### config.mk
export PLATFORM = sky130hd
export DESIGN_NAME = pwm_gen
export DESIGN_NICKNAME = d
export VERILOG_FILES = /design/src/rtl/pwm_gen_pkg.sv /design/src/rtl/pwm_gen_ch.sv /design/src/rtl/pwm_gen.sv
export SDC_FILE = /design/constraint.sdc
export NUM_CORES = 1
export LEC_CHECK = 0
export BUFFER_PORTS_ARGS = -buffer_cell sky130_fd_sc_hd__buf_2
export CAP_MARGIN = 20
export CORE_MARGIN = 2
export CORE_UTILIZATION = 55
export CTS_CLUSTER_SIZE = 12
export DETAILED_ROUTE_END_ITERATION = 8
export PLACE_DENSITY_LB_ADDON = 0.08
export SLEW_MARGIN = 20
export SYNTH_ARGS = -nofsm -noshare
export SYNTH_HDL_FRONTEND = slang
export SYNTH_HIERARCHICAL = 1
export SYNTH_SLANG_ARGS = --single-unit
export TNS_END_PERCENT = 50
### constraint.sdc
create_clock -name clk_i -period 18.55 [get_ports clk_i]
set_clock_uncertainty 0.1 [all_clocks]
set_input_delay 0.9275 -clock clk_i [delete_from_list [all_inputs] [get_ports clk_i]]
set_output_delay 0.9275 -clock clk_i [all_outputs]
set_load 0.01 [all_outputs]
### src/rtl/pwm_gen_pkg.sv
// Shared types and defaults for the pwm_gen multi-channel PWM generator.
package pwm_gen_pkg;

  localparam int PWM_W = 16;

  typedef enum logic {
    PWM_EDGE   = 1'b0,
    PWM_CENTER = 1'b1
  } pwm_mode_e;

  typedef enum logic {
    DIR_UP   = 1'b0,
    DIR_DOWN = 1'b1
  } pwm_dir_e;

  typedef struct packed {
    logic [PWM_W-1:0] duty;
    logic             pol;
  } pwm_ch_cfg_t;

endpackage

### src/rtl/pwm_gen_ch.sv
// One PWM channel: unsigned compare against the shared count, polarity and
// the registered output stage.
module pwm_gen_ch
  import pwm_gen_pkg::*;
#(
  parameter int W = PWM_W
) (
  input  logic         clk_i,
  input  logic         rst_ni,
  input  logic         en_i,
  input  logic         clr_i,
  input  logic         force_off_i,
  input  logic [W-1:0] cnt_i,
  input  logic [W-1:0] duty_i,
  input  logic         pol_i,
  output logic         pwm_o
);

  logic raw;

  assign raw = !force_off_i && (cnt_i < duty_i);

  // Output follows the count one cycle late; clear parks it at its inactive level.
  always_ff @(posedge clk_i or negedge rst_ni) begin
    if (!rst_ni) begin
      pwm_o <= 1'b0;
    end else if (clr_i) begin
      pwm_o <= pol_i;
    end else if (en_i) begin
      pwm_o <= raw ^ pol_i;
    end
  end

endmodule

### src/rtl/pwm_gen.sv
// Multi-channel PWM generator: shared edge/center-aligned time base with
// double-buffered configuration that only swaps in at period boundaries.
module pwm_gen
  import pwm_gen_pkg::*;
#(
  parameter int W = PWM_W,
  parameter int N = 4
) (
  input  logic                clk_i,
  input  logic                rst_ni,
  input  logic                en_i,
  input  logic                clr_i,
  input  logic                upd_i,
  input  logic                mode_i,
  input  logic [W-1:0]        period_i,
  input  logic [N-1:0][W-1:0] duty_i,
  input  logic [N-1:0]        pol_i,
  output logic [W-1:0]        cnt_o,
  output logic [N-1:0]        pwm_o,
  output logic                prd_o,
  output logic                upd_ack_o
);

  logic [1:0]          rst_sync_q;
  logic                rst_n;
  logic [W-1:0]        cnt_q, cnt_d;
  pwm_dir_e            dir_q, dir_d;
  pwm_mode_e           act_mode_q, pend_mode_q;
  logic [W-1:0]        act_period_q, pend_period_q;
  logic [N-1:0][W-1:0] act_duty_q, pend_duty_q;
  logic [N-1:0]        act_pol_q, pend_pol_q;
  logic                pend_q;
  logic                ack_q;
  logic                period_zero;
  logic                boundary;
  logic                apply;

  // Reset asserts immediately but is released only after two clock edges.
  always_ff @(posedge clk_i or negedge rst_ni) begin
    if (!rst_ni) begin
      rst_sync_q <= 2'b00;
    end else begin
      rst_sync_q <= {rst_sync_q[0], 1'b1};
    end
  end

  assign rst_n       = rst_sync_q[1];
  assign period_zero = (act_period_q == '0);

  // The >= / <= forms keep the counter sane if a period shrinks while paused.
  always_comb begin
    boundary = 1'b0;
    if (period_zero) begin
      boundary = 1'b1;
    end else if (act_mode_q == PWM_EDGE) begin
      boundary = (cnt_q >= act_period_q - W'(1));
    end else if (dir_q == DIR_DOWN) begin
      boundary = (cnt_q <= W'(1));
    end else begin
      boundary = (act_period_q == W'(1)) && (cnt_q != '0);
    end
  end

  assign apply = !clr_i && (pend_q || upd_i) && (!en_i || boundary);

  always_ff @(posedge clk_i or negedge rst_n) begin
    if (!rst_n) begin
      cnt_q <= '0;
      dir_q <= DIR_UP;
    end else begin
      cnt_q <= cnt_d;
      dir_q <= dir_d;
    end
  end

  always_comb begin
    cnt_d = cnt_q;
    dir_d = dir_q;
    if (clr_i) begin
      cnt_d = '0;
      dir_d = DIR_UP;
    end else if (en_i) begin
      if (boundary) begin
        cnt_d = '0;
        dir_d = DIR_UP;
      end else if (act_mode_q == PWM_EDGE) begin
        cnt_d = cnt_q + W'(1);
      end else if (dir_q == DIR_DOWN) begin
        cnt_d = cnt_q - W'(1);
      end else if (cnt_q >= act_period_q) begin
        cnt_d = cnt_q - W'(1);
        dir_d = DIR_DOWN;
      end else begin
        cnt_d = cnt_q + W'(1);
      end
    end
  end

  // An update arriving on a boundary (or while paused) skips the shadow stage.
  always_ff @(posedge clk_i or negedge rst_n) begin
    if (!rst_n) begin
      pend_q        <= 1'b0;
      ack_q         <= 1'b0;
      act_mode_q    <= PWM_EDGE;
      act_period_q  <= '0;
      act_duty_q    <= '0;
      act_pol_q     <= '0;
      pend_mode_q   <= PWM_EDGE;
      pend_period_q <= '0;
      pend_duty_q   <= '0;
      pend_pol_q    <= '0;
    end else begin
      ack_q <= apply;
      if (clr_i) begin
        pend_q <= 1'b0;
      end else if (apply) begin
        pend_q <= 1'b0;
        if (upd_i) begin
          act_mode_q   <= pwm_mode_e'(mode_i);
          act_period_q <= period_i;
          act_duty_q   <= duty_i;
          act_pol_q    <= pol_i;
        end else begin
          act_mode_q   <= pend_mode_q;
          act_period_q <= pend_period_q;
          act_duty_q   <= pend_duty_q;
          act_pol_q    <= pend_pol_q;
        end
      end else if (upd_i) begin
        pend_q        <= 1'b1;
        pend_mode_q   <= pwm_mode_e'(mode_i);
        pend_period_q <= period_i;
        pend_duty_q   <= duty_i;
        pend_pol_q    <= pol_i;
      end
    end
  end

  for (genvar k = 0; k < N; k++) begin : g_ch
    pwm_gen_ch #(
      .W(W)
    ) u_ch (
      .clk_i      (clk_i),
      .rst_ni     (rst_n),
      .en_i       (en_i),
      .clr_i      (clr_i),
      .force_off_i(period_zero),
      .cnt_i      (cnt_q),
      .duty_i     (act_duty_q[k]),
      .pol_i      (act_pol_q[k]),
      .pwm_o      (pwm_o[k])
    );
  end

  assign cnt_o     = cnt_q;
  assign prd_o     = rst_n && en_i && !clr_i && boundary;
  assign upd_ack_o = ack_q;

endmodule

==> results of run 1 <==
==> cells by family (layout without fill, tap and decap cells) <==
logic type	after synthesis	after routing
compound gates	206	206
fa+ha+maj	98	98
other cells	1	1
simple gates	252	252
mux	189	189
xor+xnor	15	15
buf+inv	127	240
flops	195	195
==> routing by layer <==
layer / share of wire / vias to the layer above / track usage
li1: - / 4047 / -
met1: 0.47 / 3979 / 0.343
met2: 0.48 / 129 / 0.417
met3: 0.036 / 21 / 0.0385
met4: 0.012 / 0 / 0.0524
met5: 0 / - / 0
==> report_power, final <==
| part | internal (mW) | switching, mW |
|---|---|---|
| Combinational | 0.211 | 0.236 |
| Clock | 0.206 | 0.184 |
| Sequential | 0.534 | 0.0947 |
==> synth_stat cells (all sizes together) (2+ instances only) <==
cell	instances	area share
nor2	115	0.038
clkbuf	18	0.0060
nand3	8	0.0036
and3	14	0.0078
and2	4	0.0022
or4	6	0.0040
o21ba	10	0.0089
nor3	13	0.0058
a21oi	118	0.053
nor3b	4	0.0027
nor4	6	0.0033
o21a	11	0.0073
nand2	39	0.013
mux2i	104	0.093
a21o	2	0.0013
a211oi	4	0.0031
nand4	12	0.0067
ha	98	0.11
xnor2	15	0.012
o32a	3	0.0027
inv	81	0.027
o21ai	22	0.0098
or2	2	0.0011
a31oi	10	0.0056
a2111oi	9	0.0071
nand2b	18	0.010
and4	6	0.0048
a211o	5	0.0040
buf	28	0.013
mux2	85	0.085
nor4b	2	0.0029
o2111ai	2	0.0016
dfrtp	195	0.43
==> layout make-up <==
type	instances	area [um^2]
clock inverter	15	190
sequential	195	4880
inverter	81	304
multi-input combinational	761	5850
timing repair buffer	127	698
clock buffer	17	425
fill	1677	7480
tap	270	338
==> final timing paths <==
kind,slack [ns],to,cells past startpoint
min in group clk_i,0.25,rst_sync_q[1],0
setup reg to reg,13.22,act_duty_q[20],14
setup / recovery,13.22,act_duty_q[20],14
max in group asynchronous,15.92,act_duty_q[28],3
hold / removal,0.16,rst_sync_q[1],1
hold reg to reg,0.25,act_duty_q[49],0
==> layout by cell type (no fill, tap or decap), types with 13 or more instances in the layout <==
| master | instances |
|---|---|
| dfrtp_1 | 194 |
| a21oi_1 | 118 |
| nor2_1 | 115 |
| buf_2 | 110 |
| mux2i_1 | 104 |
| ha_1 | 98 |
| mux2_2 | 85 |
| inv_1 | 81 |
| nand2_1 | 39 |
| o21ai_0 | 20 |
| nand2b_1 | 18 |
| clkbuf_16 | 17 |
| buf_4 | 16 |
| xnor2_1 | 15 |
| and3_1 | 14 |
| nor3_1 | 13 |
==> critical path, stage by stage (launching register included) <==
cell,delay (ns)
dfrtp_1,0.44
or4_1,0.66
nor3_1,0.29
nand2_1,0.15
nor4_1,0.30
xnor2_1,0.11
ha_1,0.30
nand2_1,0.07
nor4_1,0.34
o2111ai_1,0.17
a31o_2,0.30
a311oi_4,0.26
buf_4,0.53
buf_4,0.86
a21oi_1,0.17
==> metrics by stage <==
| stage | hold slack (ns) | power (mW) | worst slack, ns | instance area (um^2) | utilization |
|---|---|---|---|---|---|
| final | 0.157 | 1.47 | 13.22 | 12700 | 0.629 |
| after global routing | 0.140 | 1.57 | 12.69 | 12700 | 0.629 |
| after CTS | 0.147 | 1.47 | 13.26 | 12700 | 0.628 |
| after detailed placement | 0.237 | 1.08 | 13.28 | 12000 | 0.597 |
| after global placement | 0.233 | 1.06 | 13.53 | 12000 | 0.597 |
| after floorplan | 0.231 | 0.941 | 12.36 | 11200 | - |
==> sequential cells by signal, summed over array words and instances, names as in the netlist, 2 cells and up <==
register         cells
cnt_o               16
pend_duty_q         64
pend_period_q       16
act_period_q        16
act_duty_q          64
g_ch.u_ch/pwm_o      4
rst_sync_q           2
pend_pol_q           4
act_pol_q            4
==> impl_metrics.py, run 1 <==
metrics = {
    "worst_setup_path": {
        "crit_required_ns": 18.72,
        "crit_arrival_ns": 5.49,
        "critPathCaptureType": "flip-flop",
        "crit_fanout": 106,
        "critPathKind": "reg2reg",
        "worstSetupStartpointType": "flip-flop",
        "cp-startpoint": "act_period_q[4]",
        "r2r_start": "act_period_q[4]",
    },
    "pwr": {
        "power_density_nw_per_um2": 116,
        "ir_worst_vdd_mv": 0.0737,
        "leakage_nw": 6.29,
    },
    "clock_network": {
        "htree_levels": 4,
        "clockBufferDepth": 2,
        "cts_tree": "built",
        "ctsResizeCount": 0,
        "postCtsHoldBufs": 0,
        "cts_setup_buffers": 0,
        "clkLatencyLatePin_ns": 0.44,
        "clock-sinks": 195,
        "cts_root_buf": "clkbuf_16",
        "path_clk_slew_ns": 0.08,
        "numCtsBuffers": 17,
    },
    "global_routing": {
        "grt_pass1_vias": 7988,
        "grt_first_pass_wirelength_mm": 41.6,
        "antenna_found_initial": 0,
        "overflow": 0,
        "grt_use_total": 0.247,
        "grt_max_degree": 107,
    },
    "drt": {
        "wire_per_inst_um": 17.5,
        "first_pass_iters": 5,
        "ant_nets": 0,
        "drtIter0Drc": 471,
        "viasPerCell": 5.58,
        "dr_total_vias": 8176,
        "route.detailed.drc": 0,
        "drt-total-wl_mm": 25.7,
    },
    "floorplan": {
        "die_height_um": 147,
        "coreArea_um2": 20200,
        "num_rows": 52,
        "pin_count": 112,
        "start_util": 0.557,
        "die-area_um2": 21600,
        "dieWidth_um": 147,
    },
    "place": {
        "gp_congestion": 0.821,
        "hpwl_mm": 17.3,
        "portBuffers": 111,
        "dp.cells": 1433,
    },
    "finish": {
        "diodes": 0,
        "area_growth_pct": 12.8,
        "nNetsFinal": 1371,
        "instances_no_fill": 1466,
        "drive_above_1_share": 0.220,
    },
    "run_status": {
        "outcome": "complete, no violations",
    },
    "sta": {
        "worstMarginPinSlew_ns": 1.04,
        "hold_violations": 0,
        "setup_violations": 0,
        "finalCritPeriodShare": 0.287,
        "slew_violations": 0,
        "min_period_ns": 5.33,
        "fin_setup_tns_ns": 0,
        "fmax_mhz": 188,
        "max_slew_margin": 0.307,
        "rsz0062_at_grt": "false",
    },
    "synth": {
        "yosys_register_bits": 195,
        "synth-simple-area-share": 0.108,
        "synthFlopType": "dfrtp_1",
        "async_flop_share": 1.00,
        "netlist_area_um2": 11200,
        "synth_edf_count": 0,
        "synth_mux_area_frac": 0.178,
        "synth_top_family_by_area": "multiplexers",
        "synthXorXnorAreaFrac": 0.0117,
        "synth_cell_types": 55,
        "avgSynthCellArea_um2": 10.4,
        "syn_nets": 1271,
        "ys_seq_area_frac": 0.434,
        "synth_cells": 1083,
        "yosysWarnings": 6,
        "synthAdderAreaFrac": 0.109,
        "synth_compound_area_frac": 0.113,
    },
    "flow_run": {
        "drv_cap": 0,
    },
    "min_path": {
        "hold_path.class": "in2async",
    },
}
Note: power is estimated with default switching activity, not from simulation.
==> inputs of run 2 (changes only) <==
--- a/config.mk
+++ b/config.mk
@@ -8,7 +8,7 @@
 export BUFFER_PORTS_ARGS = -buffer_cell sky130_fd_sc_hd__buf_2
 export CAP_MARGIN = 20
 export CORE_MARGIN = 2
-export CORE_UTILIZATION = 55
+export CORE_UTILIZATION = 54
 export CTS_CLUSTER_SIZE = 12
 export DETAILED_ROUTE_END_ITERATION = 8
 export PLACE_DENSITY_LB_ADDON = 0.08
==> constraint.sdc (replaced) <==
create_clock -name clk_i -period 4.5 [get_ports clk_i]
set_clock_uncertainty 0.1 [all_clocks]
set_input_delay 0.225 -clock clk_i [delete_from_list [all_inputs] [get_ports clk_i]]
set_output_delay 0.225 -clock clk_i [all_outputs]
set_load 0.01 [all_outputs]
==> run 2 against run 1 <==
  * Critical path type is now reg2out
  * Die area increased by 1.8%
  * First-iteration DRC count grew 17%
  * Count of clock-buffer cells in the layout rose by 3
  * Routed wire length grew 4.3%
  * Register-to-register slack lost 13 ns
  * Largest cell class unchanged
  * Critical path depth shrank 2
  * Clock power grew to 4.1 times the previous value
  * Final cell count increased by 5.9%
  * Combinational power grew to 4.1 times the previous value
  * Global-route usage rose by 0.55 points
  * Cell area up 7.6%
  * Total power rose to 4.2 times the previous value
==> impl_metrics.py, run 2 (synthesis gave the netlist of run 1 again) <==
metrics = {
    "pwr": {
        "ir_worst_vdd_mv": 0.293,
        "leakage_nw": 6.68,
        "switching_power_mw": 2.08,
        "seq_power_share": 0.436,
        "swShare": 0.341,
        "power_frac_comb": 0.303,
        "power.total_mw": 6.11,
        "power_density_nw_per_um2": 448,
        "internal_power_mw": 4.03,
        "clkPwrFrac": 0.261,
    },
    "clock_network": {
        "clockBufferDepth": 2,
        "clock-sinks": 195,
        "cts_setup_buffers": 0,
        "htree_levels": 4,
        "cts_root_buf": "clkbuf_16",
        "clkLatencyLatePin_ns": 0.43,
        "cts_tree": "built",
        "path_clk_slew_ns": 0.07,
        "numCtsBuffers": 17,
    },
    "finish": {
        "most-common-layout-cells": "dfrtp_1 (194), a21oi_1 (118), nor2_1 (115)",
        "area_growth_pct": 21.4,
        "diodes": 0,
        "regArea_um2": 4880,
        "fill_cells": 1602,
        "nNetsFinal": 1458,
        "drive_above_1_share": 0.205,
        "multi_input_area_um2": 5860,
        "final_common_cell": "dfrtp_1",
        "reg_top3": "act_duty_q (64), pend_duty_q (64)",
    },
    "drt": {
        "drtIter0Drc": 550,
        "drt-total-wl_mm": 26.8,
        "viasPerCell": 5.59,
        "ant_nets": 0,
        "dr_total_vias": 8686,
        "wire_per_inst_um": 17.3,
        "route.detailed.drc": 0,
        "first_pass_iters": 5,
    },
    "floorplan": {
        "num_rows": 52,
        "pin_count": 112,
        "start_util": 0.552,
        "die_height_um": 148,
        "die-area_um2": 22000,
        "coreArea_um2": 20400,
        "dieWidth_um": 148,
    },
    "sta": {
        "worstMarginPinSlew_ns": 0.846,
        "fin_setup_tns_ns": 0,
        "min_period_ns": 4.12,
        "max_slew_margin": 0.436,
        "finalCritPeriodShare": 0.915,
        "rsz0062_at_grt": "false",
        "fmax_mhz": 243,
        "hold_violations": 0,
        "setup_violations": 0,
        "slew_violations": 0,
    },
    "place": {
        "gp_congestion": 0.850,
        "hpwl_mm": 17.5,
        "portBuffers": 111,
    },
    "global_routing": {
        "grt_pass1_vias": 8561,
        "grt_first_pass_wirelength_mm": 43.4,
        "grt_max_degree": 146,
        "grt_use_total": 0.253,
        "overflow": 0,
        "antenna_found_initial": 2,
    },
    "worst_setup_path": {
        "crit_required_ns": 4.18,
        "critPathKind": "reg2out",
        "worstSetupStartpointType": "flip-flop",
        "crit_fanout": 6,
        "cp-startpoint": "act_period_q[4]",
        "critPathCaptureType": "primary output",
        "crit_arrival_ns": 3.79,
        "r2r_start": "act_period_q[4]",
    },
    "min_path": {
        "min_from": "clr_i",
        "hold_path.class": "in2reg",
    },
    "flow_run": {
        "drv_cap": 0,
    },
    "run_status": {
        "outcome": "complete, no violations",
    },
}
run 2: changes by cell type in the layout (fill, tap and decap cells not counted), sizes merged:
cell / delta
buf: -1
bufinv: +1
clkbuf: +4
clkinv: -2
dlygate4sd3: +87
inv: -2
run 2: per-layer routing:
layer	wire length, um	GRT usage	up-vias
met5	0	0	-
met4	478	0.0667	0
met3	1530	0.0451	30
met2	13000	0.428	202
met1	11900	0.338	4219
li1	-	-	4235
run 2: power by group through the flow:
stage / registers [mW] / clock network [mW] / logic (mW)
2_1_floorplan: 2.54 / 0 / 1.34
3_3_place_gp: 2.68 / 0 / 1.71
3_5_place_dp: 2.69 / 0 / 1.77
4_1_cts: 2.66 / 1.63 / 1.85
5_1_grt: 2.73 / 1.70 / 2.12
6_report: 2.67 / 1.59 / 1.85
run 2: final timing paths:
| check | endpoint | slack (ns) | cells after the start |
|---|---|---|---|
| max | prd_o | 0.38 | 12 |
| min | dir_q | 0.12 | 2 |
| max reg2reg | pend_duty_q[25] | 0.41 | 12 |
| min reg2reg | rst_sync_q[1] | 0.25 | 0 |
| max in group asynchronous | cnt_o[7] | 2.76 | 1 |
| min in group asynchronous | pend_duty_q[49] | 0.27 | 0 |
run 2: critical path, stage by stage, from the launching register on:
cell       delay (ns)
dfrtp_1          0.43
or4_1            0.66
nor4b_4          0.43
nand3_1          0.17
xnor2_1          0.16
ha_1             0.27
nand2_1          0.08
nor4_2           0.29
o2111ai_1        0.15
a31o_2           0.29
nand2_1          0.08
and3_1           0.20
buf_2            0.15
run 2: final cells by class:
class | instances | area share
multi-input combinational | 761 | 0.429
sequential | 195 | 0.358
timing repair buffer | 214 | 0.121
clock buffer | 20 | 0.0327
tap | 270 | 0.0248
inverter | 81 | 0.0223
clock inverter | 12 | 0.0122
run 2: metrics by stage:
| step | std cells | hold slack [ns] | setup WS (ns) | utilization | instance area (um^2) |
|---|---|---|---|---|---|
| 2_1_floorplan | 1083 | -0.171 | 0.593 | - | 11200 |
| 3_3_place_gp | 1433 | -0.0891 | 0.389 | 0.595 | 12100 |
| 3_5_place_dp | 1433 | -0.0881 | 0.249 | 0.595 | 12100 |
| 4_1_cts | 1552 | 0.117 | 0.206 | 0.668 | 13600 |
| 5_1_grt | 1553 | 0.112 | 0.0352 | 0.670 | 13600 |
| 6_report | 1553 | 0.116 | 0.383 | 0.670 | 13600 |
run 2: timing repair:
action / CTS / global route
hold endpoints to repair: 92 / 0
hold buffers: 87 / 0
gates resized for setup: 0 / 3
setup endpoints to repair: 0 / 163
==> inputs of run 3 (changes only) <==
--- a/config.mk
+++ b/config.mk
@@ -12,6 +12,7 @@
 export CTS_CLUSTER_SIZE = 12
 export DETAILED_ROUTE_END_ITERATION = 8
 export PLACE_DENSITY_LB_ADDON = 0.08
+export SETUP_SLACK_MARGIN = 0.5
 export SLEW_MARGIN = 20
 export SYNTH_ARGS = -nofsm -noshare
 export SYNTH_HDL_FRONTEND = slang
==> run 3 against run 2 <==
  * Register-to-register slack about the same
  * Combinational power up 8%
  * Non-clock buffer count up 24
  * First-iteration DRC count up 20%
  * Routed wire length up 10%
  * Cell area up 4.3%
  * Worst setup slack better by 0.027 ns
  * Sequential cell count unchanged
  * Total power up 2.8%
  * Largest cell class unchanged
  * Count of clock-buffer cells in the layout unchanged
==> impl_metrics.py, run 3 (synthesis gave the netlist of run 1 again) <==
metrics = {
    "run_status": {
        "outcome": "complete, no violations",
    },
    "worst_setup_path": {
        "worstSetupStartpointType": "flip-flop",
        "critPathCaptureType": "flip-flop",
        "critPathKind": "reg2reg",
        "crit_required_ns": 4.76,
        "crit_fanout": 7,
        "crit_arrival_ns": 4.34,
    },
    "pwr": {
        "power_density_nw_per_um2": 441,
        "power.total_mw": 6.28,
        "ir_worst_vdd_mv": 0.296,
        "leakage_nw": 6.93,
    },
    "min_path": {
        "hold_path.class": "in2reg",
    },
    "drt": {
        "ant_nets": 0,
        "route.detailed.drc": 0,
        "first_pass_iters": 6,
        "drtIter0Drc": 661,
        "dr_total_vias": 8965,
        "wire_per_inst_um": 18.7,
        "viasPerCell": 5.68,
        "drt-total-wl_mm": 29.5,
    },
    "sta": {
        "hold_violations": 0,
        "finalWorstSetupSlack_ns": 0.410,
        "finalCritPeriodShare": 0.909,
        "fin_setup_tns_ns": 0,
        "slew_violations": 0,
        "worstMarginPinSlew_ns": 0.834,
        "fmax_mhz": 245,
        "rsz0062_at_grt": "true",
        "min_period_ns": 4.09,
        "max_slew_margin": 0.444,
        "setup_violations": 0,
    },
    "clock_network": {
        "numCtsBuffers": 17,
        "cts_tree": "built",
        "clkLatencyLatePin_ns": 0.44,
        "clockBufferDepth": 2,
        "cts_root_buf": "clkbuf_16",
        "clock-sinks": 195,
        "htree_levels": 4,
        "path_clk_slew_ns": 0.08,
    },
    "global_routing": {
        "grt_pass1_vias": 8677,
        "grt_use_total": 0.258,
        "grt_first_pass_wirelength_mm": 44.2,
        "grt_max_degree": 146,
        "overflow": 0,
        "antenna_found_initial": 2,
    },
    "finish": {
        "drive_above_1_share": 0.249,
        "final_common_cell": "dfrtp_1",
        "nNetsFinal": 1482,
        "most-common-layout-cells": "dfrtp_1 (194), nor2_1 (111), buf_2 (109)",
        "area_growth_pct": 26.6,
        "fin_util": 0.699,
        "reg_top3": "act_duty_q (64), pend_duty_q (64)",
        "diodes": 0,
    },
    "floorplan": {
        "dieWidth_um": 148,
        "pin_count": 112,
        "die-area_um2": 22000,
        "start_util": 0.552,
        "coreArea_um2": 20400,
        "die_height_um": 148,
        "num_rows": 52,
    },
    "place": {
        "hpwl_mm": 17.5,
        "portBuffers": 111,
        "gp_congestion": 0.850,
        "place_ws_ns": 0.249,
    },
    "flow_run": {
        "drv_cap": 0,
    },
}
[run 3: cell count changes in the layout (fill, tap and decap cells not counted), sizes merged]
cell	previous run	this run
bufbuf	0	1
buf	126	143
clkbuf	21	27
[run 3: power breakdown]
group          switching [mW]  internal [mW]  total (mW)  leakage (nW)
registers               0.486           2.20        2.69          2.27
logic                    1.00          0.992        1.99          4.36
clock network           0.697          0.903        1.60         0.298
total                    2.18           4.10        6.28          6.93
[run 3: worst max-delay path: stages, from the launching register on]
cell	delay [ns]
dfrtp_1	0.43
or4_4	0.61
nor4b_4	0.41
nand2_1	0.14
xnor2_1	0.16
ha_1	0.31
nand2_2	0.10
nor4_4	0.32
o2111ai_2	0.15
a31o_2	0.31
a311oi_4	0.31
buf_4	0.19
clkbuf_16	0.15
clkbuf_16	0.16
nor2_4	0.03
a21oi_1	0.14
[run 3: worst paths after layout]
kind	slack, ns	from	cells past startpoint	to
worst min-delay path	0.13	clr_i	2	dir_q
worst max register to register	0.41	act_period_q[6]	15	act_duty_q[23]
min in group asynchronous	0.28	rst_sync_q[1]	0	pend_duty_q[49]
max in group asynchronous	2.78	rst_sync_q[1]	1	act_duty_q[56]
worst max-delay path	0.41	act_period_q[6]	15	act_duty_q[23]
worst min register to register	0.25	rst_sync_q[0]	0	rst_sync_q[1]
[run 3: layer usage]
| metal | vias to the layer above | GRT usage | routed length [um] |
|---|---|---|---|
| li1 | 4276 | - | - |
| met4 | 0 | 0.0667 | 601 |
| met1 | 4411 | 0.346 | 13100 |
| met2 | 233 | 0.440 | 14200 |
| met5 | - | 0 | 0 |
| met3 | 45 | 0.0423 | 1600 |
[run 3: area by class of cell]
type                       instances  area [um^2]
multi-input combinational        761         6050
inverter                          81          304
sequential                       195         4880
clock buffer                      20          447
fill                            1525         6130
clock inverter                    12          166
timing repair buffer             238         2050
tap                              270          338
[run 3: per-stage QoR]
stage	hold WS [ns]	instances	instance area (um^2)
after floorplan	-0.171	1083	11200
after global placement	-0.0891	1433	12100
after detailed placement	-0.0881	1433	12100
after CTS	0.117	1557	13700
after global routing	0.121	1577	14200
final	0.132	1577	14200
[run 3: timing repair]
item | in CTS | in global routing
hold buffers | 87 | 0
endpoints found under the hold margin | 92 | 0
cloned | 2 | 11
buffers inserted | 3 | 9
endpoints found under the setup margin | 163 | 174
pin swaps | 2 | 8
resized for setup | 8 | 53
